`src/rtl/w_debouncer.sv`:
```
// Two-flop synchronizer followed by a debounce FSM. A level change on raw_in is
// accepted only after DEBOUNCE_CYCLES consecutive stable samples; aborted attempts are counted.
module w_debouncer #(
  parameter int DEBOUNCE_CYCLES = 4,
  parameter int GLITCH_W        = 8
) (
  input  logic                clk,
  input  logic                reset,
  input  logic                raw_in,
  output logic                w,
  output logic                w_rise,
  output logic                w_fall,
  output logic [GLITCH_W-1:0] glitch_cnt
);
  localparam int CW = $clog2(DEBOUNCE_CYCLES + 1);
  localparam logic [CW-1:0] CNT_LAST = CW'(DEBOUNCE_CYCLES - 1);

  typedef enum logic [1:0] {
    STABLE_LOW  = 2'd0,
    CHECK_HIGH  = 2'd1,
    STABLE_HIGH = 2'd2,
    CHECK_LOW   = 2'd3
  } state_e;

  state_e              state_q, state_d;
  logic [CW-1:0]       cnt_q, cnt_d;
  logic                s1_q, s2_q;
  logic                w_q, w_d;
  logic                rise_q, rise_d;
  logic                fall_q, fall_d;
  logic [GLITCH_W-1:0] glitch_q, glitch_d;
  logic [GLITCH_W-1:0] glitch_inc;

  always_ff @(posedge clk) begin
    if (reset) begin
      s1_q     <= 1'b0;
      s2_q     <= 1'b0;
      state_q  <= STABLE_LOW;
      cnt_q    <= '0;
      w_q      <= 1'b0;
      rise_q   <= 1'b0;
      fall_q   <= 1'b0;
      glitch_q <= '0;
    end else begin
      s1_q     <= raw_in;
      s2_q     <= s1_q;
      state_q  <= state_d;
      cnt_q    <= cnt_d;
      w_q      <= w_d;
      rise_q   <= rise_d;
      fall_q   <= fall_d;
      glitch_q <= glitch_d;
    end
  end

  always_comb begin
    // Saturate rather than wrap so a long lab run never reads back as "clean".
    glitch_inc = (&glitch_q) ? glitch_q : glitch_q + {{(GLITCH_W-1){1'b0}}, 1'b1};
    state_d    = state_q;
    cnt_d      = cnt_q;
    w_d        = w_q;
    rise_d     = 1'b0;
    fall_d     = 1'b0;
    glitch_d   = glitch_q;
    case (state_q)
      STABLE_LOW: begin
        w_d = 1'b0;
        if (s2_q) begin
          state_d = CHECK_HIGH;
          cnt_d   = CW'(1);
        end else begin
          cnt_d = '0;
        end
      end
      CHECK_HIGH: begin
        if (!s2_q) begin
          state_d  = STABLE_LOW;
          cnt_d    = '0;
          glitch_d = glitch_inc;
        end else if (cnt_q == CNT_LAST) begin
          state_d = STABLE_HIGH;
          cnt_d   = '0;
          w_d     = 1'b1;
          rise_d  = 1'b1;
        end else begin
          cnt_d = cnt_q + CW'(1);
        end
      end
      STABLE_HIGH: begin
        w_d = 1'b1;
        if (!s2_q) begin
          state_d = CHECK_LOW;
          cnt_d   = CW'(1);
        end else begin
          cnt_d = '0;
        end
      end
      CHECK_LOW: begin
        if (s2_q) begin
          state_d  = STABLE_HIGH;
          cnt_d    = '0;
          glitch_d = glitch_inc;
        end else if (cnt_q == CNT_LAST) begin
          state_d = STABLE_LOW;
          cnt_d   = '0;
          w_d     = 1'b0;
          fall_d  = 1'b1;
        end else begin
          cnt_d = cnt_q + CW'(1);
        end
      end
      default: begin
        state_d = STABLE_LOW;
        cnt_d   = '0;
        w_d     = 1'b0;
      end
    endcase
  end

  assign w          = w_q;
  assign w_rise     = rise_q;
  assign w_fall     = fall_q;
  assign glitch_cnt = glitch_q;
endmodule

```
`config.mk`:
```
export PLATFORM = sky130hd
export DESIGN_NAME = w_debouncer
export DESIGN_NICKNAME = d
export VERILOG_FILES = /design/src/rtl/w_debouncer.sv
export SDC_FILE = /design/constraint.sdc
export NUM_CORES = 1
export LEC_CHECK = 0
export ABC_AREA = 1
export BUFFER_PORTS_ARGS = -buffer_cell sky130_fd_sc_hd__buf_2
export CELL_PAD_IN_SITES_DETAIL_PLACEMENT = 0
export CELL_PAD_IN_SITES_GLOBAL_PLACEMENT = 1
export CORE_ASPECT_RATIO = 1.2
export CORE_MARGIN = 2
export CORE_UTILIZATION = 42
export DETAILED_ROUTE_END_ITERATION = 8
export GPL_TIMING_DRIVEN = 0
export PLACE_DENSITY = 0.8
export SLEW_MARGIN = 25
export SYNTH_ARGS = -nofsm -noshare
export SYNTH_HDL_FRONTEND = slang
export SYNTH_SLANG_ARGS = --single-unit
```
`constraint.sdc`:
```
create_clock -name clk -period 3.15 [get_ports clk]
set_input_delay 0.1575 -clock clk [delete_from_list [all_inputs] [get_ports clk]]
set_output_delay 0.1575 -clock clk [all_outputs]
set_load 0.03 [all_outputs]
```
# Word level (Yosys, flattened, before mapping)
# Cells that the tools add are included.
[classes]
eq_ne = 14
muxes = 23
reduce_logical = 8
add_sub_neg = 2
n_bitwise = 3
[op_table]
columns = ["op", "count"]
rows = [
  ["$mux 8", 3],
  ["$ne 2x2->1 const B", 8],
  ["$pmux 8 s2", 1],
  ["$mux 2", 6],
  ["$pmux 3 s4", 1],
  ["$mux 3", 3],
  ["$add 8x1->8 const B", 1],
  ["$pmux 2 s4", 1],
  ["$reduce_and 4->1", 2],
  ["$reduce_and 8->1", 1],
  ["$mux 1", 7],
  ["$ne 3x3->1 const B", 2],
  ["$reduce_or 3->1", 2],
  ["$eq 2x2->1 const B", 2],
  ["$pmux 1 s4", 1],
  ["$add 3x1->3 const B", 1],
  ["$eq 3x2->1 const B", 1],
  ["$not 1->1", 3],
  ["$reduce_and 3->1", 1],
  ["$eq 2x1->1 const B", 1],
  ["$logic_not 2->1", 1],
  ["$reduce_bool 2->1", 1],
]
[word_totals]
word_cells = 58
out_inout_bits = 11
inputBits = 3
reg_bits = 18

# Logic depth before layout (Yosys ltp)
# Gate-level depths: netlist of the first run.
[logic_depth]
word_depth = 4
depth_mapped = 10

# Worst setup path after synthesis of the first run
# No wires, ideal clock.
[synth_path]
path_type = "register -> register"
startpoint = "register glitch_q[0], in the netlist glitch_cnt[0]"
endpoint = "register glitch_q[5], in the netlist glitch_cnt[5]"
path_stages_with_launch = 9
setup_slack_ps = 1667
setup_ps = 116
t_required_ps = 3034
arrival_time_ps = 1368
cell_sequence = "dfxtp_1 -> ha_1 -> inv_1 -> nor2_1 -> nand2_1 -> nand2_2 -> inv_1 -> a21oi_1 -> nor2_1"
[synth_via]
elab_chain_cells = 4
[synth_rtl]
columns = ["item", "line_no", "source"]
rows = [
  ["from (decl)", "31", "logic [GLITCH_W-1:0] glitch_q, glitch_d;"],
  ["from (signal assigned)", "52", "glitch_q <= glitch_d;"],
  ["$add 8x1->8 or $reduce_and 8->1 (tied branches)", "58", "glitch_inc = (&glitch_q) ? glitch_q : glitch_q + {{(GLITCH_W-1){1'b0}}, 1'b1};"],
  ["$mux 8 *", "58", ""],
  ["$mux 8, on equally long branches", "99, 76", ""],
  ["$pmux 8 s2 *", "65", "case (state_q)"],
]
# Every way passes the cells marked *; elsewhere a longest branch is shown, timed or not. The select of a mux whose other input is x is not followed.
# A chain may end at the register's enable or synchronous reset.

==> results of run 1 <==
==> cells in the mapped netlist <==
cell / n
sky130_fd_sc_hd__a21oi_1: 12
sky130_fd_sc_hd__clkbuf_1: 1
sky130_fd_sc_hd__dfxtp_1: 18
sky130_fd_sc_hd__ha_1: 7
sky130_fd_sc_hd__inv_1: 13
sky130_fd_sc_hd__inv_2: 2
sky130_fd_sc_hd__inv_4: 1
sky130_fd_sc_hd__nand2_1: 33
sky130_fd_sc_hd__nand2_2: 2
sky130_fd_sc_hd__nand2_4: 2
sky130_fd_sc_hd__nand3_1: 6
sky130_fd_sc_hd__nand3_4: 1
sky130_fd_sc_hd__nand3b_1: 2
sky130_fd_sc_hd__nand4_1: 1
sky130_fd_sc_hd__nor2_1: 15
sky130_fd_sc_hd__nor2_2: 1
sky130_fd_sc_hd__nor2_4: 1
sky130_fd_sc_hd__nor3_1: 3
sky130_fd_sc_hd__nor3_2: 1
sky130_fd_sc_hd__o21ai_0: 4
sky130_fd_sc_hd__xnor2_1: 2
sky130_fd_sc_hd__xor2_1: 1
==> through the flow <==
step | cells | worst slack, ns | utilization (%) | hold WS, ns | total power, W
floorplan | 129 | 1.67 | - | 0.236 | 0.000333
global placement | 172 | 1.73 | 50.1 | 0.362 | 0.000355
detailed placement | 172 | 1.71 | 50.1 | 0.363 | 0.000358
CTS | 176 | 1.69 | 51.9 | 0.0322 | 0.000503
global route | 176 | 1.59 | 51.9 | 0.0290 | 0.000526
finish | 176 | 1.71 | 51.9 | 0.0490 | 0.000491
==> worst paths after layout <==
path | startpoint | endpoint | cells after the start
max | register | glitch_cnt[6]$_SDFFE_PP0P_ | 10
min reg2reg | s1_q$_SDFF_PP0_ | s2_q$_SDFF_PP0_ | 2
min | reset | w_fall$_SDFF_PP0_ | 2
max reg2reg | register | glitch_cnt[6]$_SDFFE_PP0P_ | 10
==> layer usage <==
metal | global-route usage [%] | vias up | wire length (µm)
li1 | - | 443 | -
met4 | 10.3 | 0 | 55
met5 | 0 | - | 0
met3 | 3.25 | 5 | 61
met1 | 17.3 | 383 | 774
met2 | 24.1 | 21 | 882
==> final cells by class <==
class	count	area [µm²]
fillers	228	1010
multi-input cells	94	520
flip-flops and latches	18	360
repair buffers	13	65.1
inverters	16	62.6
well taps	30	37.5
clock buffers	4	36.3
plain buffers	1	3.75
==> flip-flops by register name, summed over array words and instances (netlist names), named ones only <==
signal / cells
w_rise: 1
w: 1
s2_q: 1
w_fall: 1
s1_q: 1
state_q: 1
glitch_cnt: 8
cnt_q: 3
==> cells by family (layout without fill, tap and decap cells) <==
kind of cell,after synthesis,count (layout)
buffers and inverters,17,34
XOR/XNOR,3,3
flip-flops,18,18
adder cells (fa/ha/maj),7,7
AND/OR/NAND/NOR,68,68
AO/OA/AOI/OAI,16,16
==> power groups by stage <==
stage	Sequential, W	Combinational [W]	Clock [W]
2_1_floorplan	0.000265	0.0000679	0
3_3_place_gp	0.000254	0.000101	0
3_5_place_dp	0.000254	0.000103	0
4_1_cts	0.000249	0.000104	0.000150
5_1_grt	0.000251	0.000115	0.000160
6_report	0.000249	0.000101	0.000140
==> flow_summary.html, run 1 <==
<table>
<tr><th>Metric</th><th>Value</th></tr>
<tr><th colspan="2">Power</th></tr>
<tr><td>Static Leakage</td><td>0.475 nW</td></tr>
<tr><td>Net Switching</td><td>0.000147 W</td></tr>
<tr><td>Combinational cell fraction of total power</td><td>20.7%</td></tr>
<tr><td>Switching share of power</td><td>30.0%</td></tr>
<tr><td>Cell-internal power</td><td>0.000344 W</td></tr>
<tr><td>Clock power frac</td><td>28.6%</td></tr>
<tr><td>Sequential power share</td><td>50.7%</td></tr>
<tr><td>Cell area power density</td><td>452 nW/µm²</td></tr>
<tr><td>Worst vdd ir</td><td>0.293 mV</td></tr>
<tr><th colspan="2">Drt</th></tr>
<tr><td>First DRT Iteration DRCs</td><td>7</td></tr>
<tr><td>DRC violation count after routing</td><td>0</td></tr>
<tr><td>Count of antenna-violating nets left after detailed routing</td><td>0</td></tr>
<tr><td>Via total after detailed routing</td><td>852</td></tr>
<tr><td>Detailed Routing Iterations Pass 1</td><td>4</td></tr>
<tr><td>Total Routed Length</td><td>1.77 mm</td></tr>
<tr><td>Routed wire length per instance</td><td>10.1 µm</td></tr>
<tr><td>Number of vias per cell</td><td>4.84</td></tr>
<tr><th colspan="2">Floorplan</th></tr>
<tr><td>Die outline area</td><td>2650 µm²</td></tr>
<tr><td>Y dimension of the die</td><td>56.0 µm</td></tr>
<tr><td>Chip width</td><td>47.4 µm</td></tr>
<tr><td>Core area</td><td>2090 µm²</td></tr>
<tr><td>Row count</td><td>18</td></tr>
<tr><td>Total I/O pin count</td><td>14</td></tr>
<tr><td>Initial Utilization</td><td>45.2%</td></tr>
<tr><th colspan="2">STA</th></tr>
<tr><td>Setup-failing EPs final</td><td>0</td></tr>
<tr><td>Clock skew after layout</td><td>0.00172 ns</td></tr>
<tr><td>Fmax</td><td>0.693 GHz</td></tr>
<tr><td>Setup repair after global routing missed its margin</td><td>false</td></tr>
<tr><td>Final Slew Violations</td><td>0</td></tr>
<tr><td>Shortest period the worst path allows</td><td>1.44 ns</td></tr>
<tr><td>Relative slew margins</td><td>66.9%</td></tr>
<tr><td>Post-route setup TNS</td><td>0 ns</td></tr>
<tr><td>Ratio of final minimum period to clock period</td><td>45.8%</td></tr>
<tr><td>Final hold vios</td><td>0</td></tr>
<tr><td>Worst slew pin tran</td><td>0.496 ns</td></tr>
<tr><th colspan="2">Yosys</th></tr>
<tr><td>Gate count after technology mapping</td><td>129</td></tr>
<tr><td>Area fraction in compound gates after synthesis</td><td>8.45%</td></tr>
<tr><td>Library cell occupying the most area in the post-synthesis netlist</td><td>sky130_fd_sc_hd__dfxtp_1</td></tr>
<tr><td>Distinct cell type count after synthesis</td><td>22</td></tr>
<tr><td>Post-synthesis cell area</td><td>947 µm²</td></tr>
<tr><td>Largest cells by area after synthesis</td><td>sky130_fd_sc_hd__dfxtp_1 (38%), sky130_fd_sc_hd__nand2_1 (13%), sky130_fd_sc_hd__ha_1 (9.2%)</td></tr>
<tr><td>Total nets after synthesis</td><td>139</td></tr>
<tr><td>Portion of synthesized cell area occupied by the leading cell type</td><td>38.0%</td></tr>
<tr><td>Fraction of synthesized area in multiplexers</td><td>0%</td></tr>
<tr><td>Adder and majority cell fraction of the synthesized area</td><td>9.25%</td></tr>
<tr><td>Yosys Warn Count</td><td>0</td></tr>
<tr><td>Main combinational cell family by area after synthesis</td><td>simple AND/OR/NAND/NOR gates</td></tr>
<tr><td>Fraction of the yosys area taken by sequential cells</td><td>38.0%</td></tr>
<tr><td>Register bit total from synthesis</td><td>18</td></tr>
<tr><td>Simple-Gate Fraction of Synth Area</td><td>34.5%</td></tr>
<tr><td>Mean area per synthesized cell</td><td>7.34 µm²</td></tr>
<tr><td>Xor/xnor cell area share of the yosys netlist</td><td>2.77%</td></tr>
<tr><th colspan="2">Worst setup path</th></tr>
<tr><td>Worst-case register-to-register setup slack</td><td>1.71 ns</td></tr>
<tr><td>Cell family contributing the most delay on the critical path</td><td>simple AND/OR/NAND/NOR gates</td></tr>
<tr><td>Stage delay of the slowest cell on the critical path</td><td>0.38 ns</td></tr>
<tr><td>Arrival time at the worst endpoint</td><td>1.65 ns</td></tr>
<tr><td>Category of the critical setup timing path</td><td>register to register</td></tr>
<tr><td>Critical path's most frequent cell</td><td>sky130_fd_sc_hd__nand2_1</td></tr>
<tr><td>Data required time of the worst path</td><td>3.35 ns</td></tr>
<tr><td>Max Fanout on Critical Path</td><td>5</td></tr>
<tr><td>CP cell instances</td><td>inv_1 -&gt; ha_1 -&gt; nand2_1 -&gt; nand2_4 -&gt; inv_4 -&gt; nand2_2 -&gt; nor2_2 -&gt; nand2_1 -&gt; nand2_1 -&gt; nor2_1</td></tr>
<tr><td>CP max stage cell</td><td>sky130_fd_sc_hd__dfxtp_1</td></tr>
<tr><td>Crit path buffers/inverters</td><td>2</td></tr>
<tr><td>Nature of the critical path endpoint</td><td>register</td></tr>
<tr><td>Startpoint type of the worst setup path</td><td>register</td></tr>
<tr><th colspan="2">Placed design</th></tr>
<tr><td>RePlAce Congestion</td><td>0.812</td></tr>
<tr><td>Post-detail-place hpwl</td><td>1.39 mm</td></tr>
<tr><td>Placed standard-cell area</td><td>1050 µm²</td></tr>
<tr><td>Number of buffers inserted by port buffering</td><td>13</td></tr>
<tr><th colspan="2">Clock tree</th></tr>
<tr><td>Clk slew on worst S/H paths</td><td>0.10 ns</td></tr>
<tr><td>Total of hold buffers inserted after clock tree synthesis</td><td>0</td></tr>
<tr><td>Clock latency reported for the late side of the worst-skew pair</td><td>0.29 ns</td></tr>
<tr><td>CTS tree</td><td>done</td></tr>
<tr><td># H-tree levels</td><td>1</td></tr>
<tr><td>Buffers inserted during post-CTS setup optimization</td><td>0</td></tr>
<tr><td>CTS Buf Count</td><td>3</td></tr>
<tr><td>Clock net sink count</td><td>18</td></tr>
<tr><td>CTS-repair resized insts</td><td>0</td></tr>
<tr><td>Clock Tree Buf Depth</td><td>2</td></tr>
<tr><td>CTS root buf</td><td>sky130_fd_sc_hd__clkbuf_4</td></tr>
<tr><th colspan="2">Global route</th></tr>
<tr><td>Global-route wire length before repair</td><td>2.93 mm</td></tr>
<tr><td>Overall overflow remaining after global route</td><td>0</td></tr>
<tr><td>Initial antenna violation count</td><td>0</td></tr>
<tr><td>Maximum number of pins on one net before global-route repair</td><td>11</td></tr>
<tr><td>All-Layer GR Usage</td><td>15.3%</td></tr>
<tr><td>Number of global-route vias before repair</td><td>737</td></tr>
<tr><th colspan="2">Run status</th></tr>
<tr><td>Status</td><td>completed</td></tr>
<tr><th colspan="2">Hold path</th></tr>
<tr><td>Hold WC Path Type</td><td>input port to register</td></tr>
<tr><th colspan="2">Final layout</th></tr>
<tr><td>Post-synthesis to final-layout area growth</td><td>14.7%</td></tr>
<tr><td>Post-route cell area</td><td>1090 µm²</td></tr>
<tr><td>Net count of the finished layout</td><td>157</td></tr>
<tr><td>Most common cell after layout, fill and taps aside</td><td>sky130_fd_sc_hd__nand2_1</td></tr>
<tr><td>Commonest cells after routing, fill and taps aside</td><td>sky130_fd_sc_hd__nand2_1 (33), sky130_fd_sc_hd__dfxtp_1 (18), sky130_fd_sc_hd__nor2_1 (15)</td></tr>
<tr><td>Final antenna diode count</td><td>0</td></tr>
<tr><td>Share of post-route cells with drive strength above 1</td><td>19.2%</td></tr>
<tr><th colspan="2">Flow run</th></tr>
<tr><td>Max-cap viol count</td><td>0</td></tr>
</table>
Power figures use the tool's default switching activity.
==> run 2, diff against run 1 <==
--- a/config.mk
+++ b/config.mk
@@ -5,16 +5,16 @@
 export SDC_FILE = /design/constraint.sdc
 export NUM_CORES = 1
 export LEC_CHECK = 0
-export ABC_AREA = 1
+export ABC_AREA = 0
 export BUFFER_PORTS_ARGS = -buffer_cell sky130_fd_sc_hd__buf_2
 export CELL_PAD_IN_SITES_DETAIL_PLACEMENT = 0
 export CELL_PAD_IN_SITES_GLOBAL_PLACEMENT = 1
 export CORE_ASPECT_RATIO = 1.2
 export CORE_MARGIN = 2
-export CORE_UTILIZATION = 42
+export CORE_UTILIZATION = 37
 export DETAILED_ROUTE_END_ITERATION = 8
 export GPL_TIMING_DRIVEN = 0
-export PLACE_DENSITY = 0.8
+export PLACE_DENSITY = 0.71
 export SLEW_MARGIN = 25
 export SYNTH_ARGS = -nofsm -noshare
 export SYNTH_HDL_FRONTEND = slang
==> constraint.sdc (replaced) <==
create_clock -name clk -period 1.24 [get_ports clk]
set_input_delay 0.062 -clock clk [delete_from_list [all_inputs] [get_ports clk]]
set_output_delay 0.062 -clock clk [all_outputs]
set_load 0.03 [all_outputs]
==> flow_summary.html, run 2 <==
<table>
<tr><th>Metric</th><th>Value</th></tr>
<tr><th colspan="2">Yosys</th></tr>
<tr><td>Register bit total from synthesis</td><td>18</td></tr>
<tr><td>Yosys Warn Count</td><td>0</td></tr>
<tr><td>Largest cells by area after synthesis</td><td>sky130_fd_sc_hd__dfxtp_1 (39%), sky130_fd_sc_hd__ha_1 (9.5%), sky130_fd_sc_hd__nor3_1 (4.3%)</td></tr>
<tr><td>Distinct cell type count after synthesis</td><td>35</td></tr>
<tr><td>Main combinational cell family by area after synthesis</td><td>simple AND/OR/NAND/NOR gates</td></tr>
<tr><td>Total nets after synthesis</td><td>110</td></tr>
<tr><td>Fraction of the yosys area taken by sequential cells</td><td>39.0%</td></tr>
<tr><td>Async set-or-reset flop fraction in the synthesized netlist</td><td>0%</td></tr>
<tr><td>Gate count after technology mapping</td><td>100</td></tr>
<tr><td>Mean area per synthesized cell</td><td>9.25 µm²</td></tr>
<tr><td>EDFF count, synth</td><td>0</td></tr>
<tr><td>Portion of synthesized cell area occupied by the leading cell type</td><td>39.0%</td></tr>
<tr><td>Top cell types by occurrence after synthesis</td><td>sky130_fd_sc_hd__dfxtp_1 (18), sky130_fd_sc_hd__nor2_1 (8), sky130_fd_sc_hd__nor3_1 (8)</td></tr>
<tr><td>Simple-Gate Fraction of Synth Area</td><td>26.5%</td></tr>
<tr><td>Library cell occupying the most area in the post-synthesis netlist</td><td>sky130_fd_sc_hd__dfxtp_1</td></tr>
<tr><td>Library cell with the highest instance count after synthesis</td><td>sky130_fd_sc_hd__dfxtp_1</td></tr>
<tr><td>Post-synthesis cell area</td><td>925 µm²</td></tr>
<tr><td>Leading register cell type out of synthesis</td><td>sky130_fd_sc_hd__dfxtp_1</td></tr>
<tr><td>Xor/xnor cell area share of the yosys netlist</td><td>0.947%</td></tr>
<tr><td>Adder and majority cell fraction of the synthesized area</td><td>9.47%</td></tr>
<tr><td>Area fraction in compound gates after synthesis</td><td>15.4%</td></tr>
<tr><td>Fraction of synthesized area in multiplexers</td><td>3.25%</td></tr>
<tr><th colspan="2">Drt</th></tr>
<tr><td>Met2 wirelength from detailed routing</td><td>1.24 mm</td></tr>
<tr><td>Detailed Routing Iterations Pass 1</td><td>4</td></tr>
<tr><td>Top metal layer carrying routed signals</td><td>met4</td></tr>
<tr><td>Wire length on met1</td><td>1.06 mm</td></tr>
<tr><td>Count of antenna-violating nets left after detailed routing</td><td>0</td></tr>
<tr><td>Via total after detailed routing</td><td>861</td></tr>
<tr><td>Total Routed Length</td><td>2.41 mm</td></tr>
<tr><td>Number of vias per cell</td><td>5.35</td></tr>
<tr><td>DRC violation count after routing</td><td>0</td></tr>
<tr><td>First DRT Iteration DRCs</td><td>7</td></tr>
<tr><td>Routed wire length per instance</td><td>15.0 µm</td></tr>
<tr><td>Sum of met3 wire segment lengths after detailed routing</td><td>75 µm</td></tr>
<tr><th colspan="2">Global route</th></tr>
<tr><td>Number of global-route vias before repair</td><td>816</td></tr>
<tr><td>Global-route wire length before repair</td><td>3.68 mm</td></tr>
<tr><td>Maximum number of pins on one net before global-route repair</td><td>11</td></tr>
<tr><td>All-Layer GR Usage</td><td>16.4%</td></tr>
<tr><td>Initial antenna violation count</td><td>0</td></tr>
<tr><td>Overall overflow remaining after global route</td><td>0</td></tr>
<tr><th colspan="2">Final layout</th></tr>
<tr><td>Net count of the finished layout</td><td>141</td></tr>
<tr><td>Post-synthesis to final-layout area growth</td><td>44.1%</td></tr>
<tr><td>Commonest cells after routing, fill and taps aside</td><td>sky130_fd_sc_hd__buf_2 (12), sky130_fd_sc_hd__dfxtp_1 (11), sky130_fd_sc_hd__buf_4 (10)</td></tr>
<tr><td>Final antenna diode count</td><td>0</td></tr>
<tr><td>Max FFs per register</td><td>8</td></tr>
<tr><td>Most common cell after layout, fill and taps aside</td><td>sky130_fd_sc_hd__buf_2</td></tr>
<tr><td>Share of post-route cells with drive strength above 1</td><td>49.2%</td></tr>
<tr><th colspan="2">Power</th></tr>
<tr><td>Worst vdd ir</td><td>0.748 mV</td></tr>
<tr><td>Final Total Pwr</td><td>0.00134 W</td></tr>
<tr><td>Cell area power density</td><td>1000 nW/µm²</td></tr>
<tr><td>Static Leakage</td><td>0.506 nW</td></tr>
<tr><th colspan="2">Floorplan</th></tr>
<tr><td>Die outline area</td><td>2920 µm²</td></tr>
<tr><td>Initial Utilization</td><td>39.7%</td></tr>
<tr><td>Y dimension of the die</td><td>58.8 µm</td></tr>
<tr><td>Row count</td><td>19</td></tr>
<tr><td>Core area</td><td>2330 µm²</td></tr>
<tr><td>Total I/O pin count</td><td>14</td></tr>
<tr><td>Chip width</td><td>49.6 µm</td></tr>
<tr><th colspan="2">STA</th></tr>
<tr><td>Final Slew Violations</td><td>0</td></tr>
<tr><td>Setup repair after global routing missed its margin</td><td>true</td></tr>
<tr><td>Worst slew pin tran</td><td>0.603 ns</td></tr>
<tr><td>Relative slew margins</td><td>59.8%</td></tr>
<tr><td>Post-route setup TNS</td><td>-2.96 ns</td></tr>
<tr><td>Fmax</td><td>0.669 GHz</td></tr>
<tr><td>Final hold vios</td><td>0</td></tr>
<tr><td>Post-layout worst setup margin</td><td>-0.254 ns</td></tr>
<tr><td>Ratio of final minimum period to clock period</td><td>121%</td></tr>
<tr><td>Setup-failing EPs final</td><td>14</td></tr>
<tr><td>Shortest period the worst path allows</td><td>1.49 ns</td></tr>
<tr><td>Clock skew after layout</td><td>0.0112 ns</td></tr>
<tr><th colspan="2">Worst setup path</th></tr>
<tr><td>Nature of the critical path endpoint</td><td>register</td></tr>
<tr><td>CP cell instances</td><td>ha_4 -&gt; and3b_2 -&gt; or2_1 -&gt; buf_6 -&gt; a41oi_2 -&gt; a311oi_2</td></tr>
<tr><td>Startpoint type of the worst setup path</td><td>register</td></tr>
<tr><td>Max Fanout on Critical Path</td><td>8</td></tr>
<tr><td>Data required time of the worst path</td><td>1.42 ns</td></tr>
<tr><td>CP max stage cell</td><td>sky130_fd_sc_hd__dfxtp_4</td></tr>
<tr><td>R2r worst-path depth</td><td>6</td></tr>
<tr><td>Arrival time at the worst endpoint</td><td>1.67 ns</td></tr>
<tr><td>Category of the critical setup timing path</td><td>register to register</td></tr>
<tr><td>Stage delay of the slowest cell on the critical path</td><td>0.39 ns</td></tr>
<tr><th colspan="2">Hold path</th></tr>
<tr><td>Worst hold path depth</td><td>2</td></tr>
<tr><td>Hold WC Path Type</td><td>input port to register</td></tr>
<tr><th colspan="2">Clock tree</th></tr>
<tr><td>Clock net sink count</td><td>18</td></tr>
<tr><td>Clock latency reported for the late side of the worst-skew pair</td><td>0.30 ns</td></tr>
<tr><td>CTS root buf</td><td>sky130_fd_sc_hd__clkbuf_4</td></tr>
<tr><td>CTS Buf Count</td><td>3</td></tr>
<tr><td># H-tree levels</td><td>1</td></tr>
<tr><td>Clock Tree Buf Depth</td><td>2</td></tr>
<tr><td>Clk slew on worst S/H paths</td><td>0.12 ns</td></tr>
<tr><td>CTS tree</td><td>done</td></tr>
<tr><th colspan="2">Flow run</th></tr>
<tr><td>Max-cap viol count</td><td>0</td></tr>
<tr><th colspan="2">Placed design</th></tr>
<tr><td>Worst-case setup slack after placement</td><td>-0.257 ns</td></tr>
<tr><td>Post-detail-place hpwl</td><td>1.35 mm</td></tr>
<tr><td>RePlAce Congestion</td><td>0.769</td></tr>
<tr><td>Number of buffers inserted by port buffering</td><td>12</td></tr>
<tr><th colspan="2">Run status</th></tr>
<tr><td>Status</td><td>finished with violations</td></tr>
<tr><td>Failing checks</td><td>setup timing</td></tr>
</table>
-- run 2: cells by family (layout without fill, tap and decap cells) --
family,after synthesis,after routing
simple gates,42,42
mux,3,3
fa+ha+maj,7,7
xor+xnor,1,1
compound gates,20,20
flops,18,18
buf+inv,9,39
-- run 2: through the flow --
step / std cells / util, % / area, µm² / hold WS [ns]
floorplan: 100 / - / 977 / 0.190
global placement: 143 / 46.2 / 1080 / 0.268
detailed placement: 143 / 46.2 / 1080 / 0.278
CTS: 159 / 54.8 / 1280 / 0.193
global route: 161 / 57.2 / 1330 / 0.281
finish: 161 / 57.2 / 1330 / 0.225
-- run 2: cell type report --
cell class	count	area (µm²)
clock buffer	4	26.3
fill	235	997
inverter	4	17.5
buffer	5	35.0
multi-input combinational	73	662
sequential	18	374
timing repair buffer	26	179
tap	31	38.8
-- run 2: path summary, 6_finish.rpt --
kind | startpoint | endpoint | slack [ns]
hold / removal | reset | s1_q$_SDFF_PP0_ | 0.22
hold reg to reg | s1_q$_SDFF_PP0_ | s2_q$_SDFF_PP0_ | 0.47
setup / recovery | state_q[0]$_SDFFE_PP0P_ | glitch_cnt[6]$_SDFFE_PP0P_ | -0.25
setup reg to reg | state_q[0]$_SDFFE_PP0P_ | glitch_cnt[6]$_SDFFE_PP0P_ | -0.25
-- run 2: power breakdown --
group	leakage [nW]	switching, W	internal (W)
logic	0.341	0.000196	0.000171
registers	0.150	0.0000351	0.000609
clock network	0.0150	0.000199	0.000125
-- run 2: worst max-delay path: cells and delay by family, from the launching register on --
family                   cells  cell delay [ns]
adder cells (fa/ha/maj)      1             0.20
AO/OA/AOI/OAI                2             0.19
AND/OR/NAND/NOR              2             0.43
flip-flops                   1             0.39
buffers and inverters        1             0.14
-- run 2: per-layer routing --
| layer | track usage (%) | vias to the layer above |
|---|---|---|
| met2 | 31.4 | 22 |
| met5 | 0 | - |
| li1 | - | 427 |
| met4 | 5.95 | 0 |
| met3 | 2.28 | 4 |
| met1 | 18.2 | 408 |
-- run 2: what timing repair did --
item,CTS,global route
hold buffers,1,0
resized for setup,18,9
setup buffers,11,2
endpoints found under the setup margin,12,15
endpoints found under the hold margin,1,0
pin swaps,12,8
==> run 3, diff against run 2 <==
--- a/config.mk
+++ b/config.mk
@@ -6,7 +6,7 @@
 export NUM_CORES = 1
 export LEC_CHECK = 0
 export ABC_AREA = 0
-export BUFFER_PORTS_ARGS = -buffer_cell sky130_fd_sc_hd__buf_2
+export BUFFER_PORTS_ARGS = -buffer_cell sky130_fd_sc_hd__buf_4
 export CELL_PAD_IN_SITES_DETAIL_PLACEMENT = 0
 export CELL_PAD_IN_SITES_GLOBAL_PLACEMENT = 1
 export CORE_ASPECT_RATIO = 1.2
==> flow_summary.html, run 3 (same netlist as run 2, synthesis figures left out) <==
<table>
<tr><th>Metric</th><th>Value</th></tr>
<tr><th colspan="2">Hold path</th></tr>
<tr><td>Hold WC Path Type</td><td>input port to register</td></tr>
<tr><th colspan="2">Floorplan</th></tr>
<tr><td>Chip width</td><td>49.6 µm</td></tr>
<tr><td>Initial Utilization</td><td>39.7%</td></tr>
<tr><td>Core area</td><td>2330 µm²</td></tr>
<tr><td>Y dimension of the die</td><td>58.8 µm</td></tr>
<tr><td>Row count</td><td>19</td></tr>
<tr><td>Total I/O pin count</td><td>14</td></tr>
<tr><td>Die outline area</td><td>2920 µm²</td></tr>
<tr><th colspan="2">Final layout</th></tr>
<tr><td>Total area of sequential cells</td><td>375 µm²</td></tr>
<tr><td>Final instance count without filler cells</td><td>152</td></tr>
<tr><td>Post-synthesis to final-layout area growth</td><td>34.2%</td></tr>
<tr><td>Most common cell after layout, fill and taps aside</td><td>sky130_fd_sc_hd__buf_4</td></tr>
<tr><td>Commonest cells after routing, fill and taps aside</td><td>sky130_fd_sc_hd__buf_4 (16), sky130_fd_sc_hd__dfxtp_1 (10), sky130_fd_sc_hd__nor2_1 (8), sky130_fd_sc_hd__nor3_1 (8)</td></tr>
<tr><td>Max FFs per register</td><td>8</td></tr>
<tr><td>Post-route cell area</td><td>1240 µm²</td></tr>
<tr><td>Area of the multi-input gates</td><td>618 µm²</td></tr>
<tr><td>Share of the core filled with cells in the final layout</td><td>53.3%</td></tr>
<tr><td>Share of post-route cells with drive strength above 1</td><td>43.8%</td></tr>
<tr><td>Final antenna diode count</td><td>0</td></tr>
<tr><td>Net count of the finished layout</td><td>132</td></tr>
<tr><td>Fillers</td><td>247</td></tr>
<tr><th colspan="2">STA</th></tr>
<tr><td>Final Slew Violations</td><td>0</td></tr>
<tr><td>Clock skew after layout</td><td>0.0133 ns</td></tr>
<tr><td>Setup-failing EPs final</td><td>12</td></tr>
<tr><td>Worst slew pin tran</td><td>0.513 ns</td></tr>
<tr><td>Relative slew margins</td><td>65.8%</td></tr>
<tr><td>Final hold vios</td><td>0</td></tr>
<tr><td>Ratio of final minimum period to clock period</td><td>122%</td></tr>
<tr><td>Setup repair after global routing missed its margin</td><td>true</td></tr>
<tr><td>Fmax</td><td>0.659 GHz</td></tr>
<tr><td>Post-route setup TNS</td><td>-2.49 ns</td></tr>
<tr><td>Shortest period the worst path allows</td><td>1.52 ns</td></tr>
<tr><td>Post-layout worst setup margin</td><td>-0.277 ns</td></tr>
<tr><th colspan="2">Worst setup path</th></tr>
<tr><td>Arrival time at the worst endpoint</td><td>1.69 ns</td></tr>
<tr><td>Startpoint type of the worst setup path</td><td>register</td></tr>
<tr><td>Max Fanout on Critical Path</td><td>4</td></tr>
<tr><td>Nature of the critical path endpoint</td><td>register</td></tr>
<tr><td>Category of the critical setup timing path</td><td>register to register</td></tr>
<tr><td>Data required time of the worst path</td><td>1.41 ns</td></tr>
<tr><th colspan="2">Global route</th></tr>
<tr><td>Maximum number of pins on one net before global-route repair</td><td>11</td></tr>
<tr><td>Initial antenna violation count</td><td>0</td></tr>
<tr><td>Global-route wire length before repair</td><td>3.36 mm</td></tr>
<tr><td>Number of global-route vias before repair</td><td>758</td></tr>
<tr><td>Overall overflow remaining after global route</td><td>0</td></tr>
<tr><td>All-Layer GR Usage</td><td>15.0%</td></tr>
<tr><th colspan="2">Power</th></tr>
<tr><td>Final Total Pwr</td><td>0.00125 W</td></tr>
<tr><td>Cell area power density</td><td>1010 nW/µm²</td></tr>
<tr><td>Combinational cell fraction of total power</td><td>24.2%</td></tr>
<tr><td>Switching share of power</td><td>30.5%</td></tr>
<tr><td>Worst vdd ir</td><td>0.564 mV</td></tr>
<tr><td>Static Leakage</td><td>0.442 nW</td></tr>
<tr><td>Cell-internal power</td><td>0.000869 W</td></tr>
<tr><td>Net Switching</td><td>0.000381 W</td></tr>
<tr><td>Sequential power share</td><td>51.4%</td></tr>
<tr><td>Clock power frac</td><td>24.4%</td></tr>
<tr><th colspan="2">Clock tree</th></tr>
<tr><td>CTS root buf</td><td>sky130_fd_sc_hd__clkbuf_4</td></tr>
<tr><td>CTS tree</td><td>done</td></tr>
<tr><td>CTS Buf Count</td><td>3</td></tr>
<tr><td>Clock latency reported for the late side of the worst-skew pair</td><td>0.29 ns</td></tr>
<tr><td>Clk slew on worst S/H paths</td><td>0.11 ns</td></tr>
<tr><td>Clock Tree Buf Depth</td><td>2</td></tr>
<tr><td># H-tree levels</td><td>1</td></tr>
<tr><td>Clock net sink count</td><td>18</td></tr>
<tr><th colspan="2">Placed design</th></tr>
<tr><td>Post-detail-place hpwl</td><td>1.36 mm</td></tr>
<tr><td>RePlAce Congestion</td><td>0.734</td></tr>
<tr><td>Placed standard-cell area</td><td>1110 µm²</td></tr>
<tr><td>Number of buffers inserted by port buffering</td><td>12</td></tr>
<tr><td>Cell Count Post-Placement</td><td>143</td></tr>
<tr><th colspan="2">Run status</th></tr>
<tr><td>Failing checks</td><td>setup timing</td></tr>
<tr><td>Status</td><td>finished with violations</td></tr>
<tr><th colspan="2">Drt</th></tr>
<tr><td>DRC violation count after routing</td><td>0</td></tr>
<tr><td>Count of antenna-violating nets left after detailed routing</td><td>0</td></tr>
<tr><td>Via total after detailed routing</td><td>818</td></tr>
<tr><td>Number of vias per cell</td><td>5.38</td></tr>
<tr><td>Total Routed Length</td><td>2.03 mm</td></tr>
<tr><td>First DRT Iteration DRCs</td><td>10</td></tr>
<tr><td>Detailed Routing Iterations Pass 1</td><td>4</td></tr>
<tr><td>Routed wire length per instance</td><td>13.3 µm</td></tr>
<tr><th colspan="2">Flow run</th></tr>
<tr><td>Max-cap viol count</td><td>0</td></tr>
</table>
-- run 3: changes by cell type in the layout (fill, tap and decap cells not counted), moves of 2 or more --
cell                    before  now
sky130_fd_sc_hd__ha_4        4    2
sky130_fd_sc_hd__buf_2      12    0
sky130_fd_sc_hd__buf_4      10   16
sky130_fd_sc_hd__buf_6       5    2
sky130_fd_sc_hd__ha_1        1    3
-- run 3: repair_timing --
action                     in CTS  in global routing
setup endpoints to repair      12                 13
pin swaps                       4                  6
hold buffers                    1                  0
hold endpoints to repair        1                  0
gates cloned                    0                  0
gates resized for setup         8                 10
buffers inserted                2                  2
-- run 3: metrics by stage --
| step | setup WS [ns] | hold WS [ns] |
|---|---|---|
| after floorplan | -0.167 | 0.190 |
| after global placement | -0.237 | 0.270 |
| after detailed placement | -0.249 | 0.281 |
| after CTS | -0.262 | 0.195 |
| after global routing | -0.338 | 0.221 |
| final | -0.277 | 0.205 |
-- run 3: worst paths after layout --
check	cells after the start	start	slack (ns)	to
setup reg to reg	6	register	-0.28	glitch_cnt[1]$_SDFFE_PP0P_
setup / recovery	6	register	-0.28	glitch_cnt[1]$_SDFFE_PP0P_
hold reg to reg	1	s1_q$_SDFF_PP0_	0.45	s2_q$_SDFF_PP0_
hold / removal	2	reset	0.21	s1_q$_SDFF_PP0_
-- run 3: power groups by stage --
stage / Sequential [W] / Combinational [W] / Clock, W
after floorplan: 0.000673 / 0.000176 / 0
after CTS: 0.000642 / 0.000278 / 0.000315
after global placement: 0.000652 / 0.000256 / 0
after global routing: 0.000647 / 0.000330 / 0.000342
after detailed placement: 0.000654 / 0.000256 / 0
final: 0.000643 / 0.000303 / 0.000305
-- run 3: layout make-up --
| class | count | share of cell area [%] |
|---|---|---|
| inverter | 4 | 1.41 |
| tap | 31 | 3.13 |
| multi-input combinational | 73 | 49.8 |
| sequential | 18 | 30.2 |
| timing repair buffer | 17 | 10.5 |
| clock buffer | 4 | 2.12 |
| buffer | 5 | 2.82 |
-- run 3: metal layers --
metal,routed length [µm],global-route usage (%),vias up
li1,-,-,405
met5,0,0,-
met3,59,2.28,2
met4,18,5.95,0
met1,972,19.1,397
met2,978,25.3,14
-- run 3: critical path, cell delays in order (launching register included) --
cell	delay, ns
sky130_fd_sc_hd__dfxtp_4	0.39
sky130_fd_sc_hd__inv_4	0.06
sky130_fd_sc_hd__ha_4	0.13
sky130_fd_sc_hd__and3b_2	0.22
sky130_fd_sc_hd__o22ai_1	0.31
sky130_fd_sc_hd__mux2i_1	0.23
sky130_fd_sc_hd__nor2_1	0.05
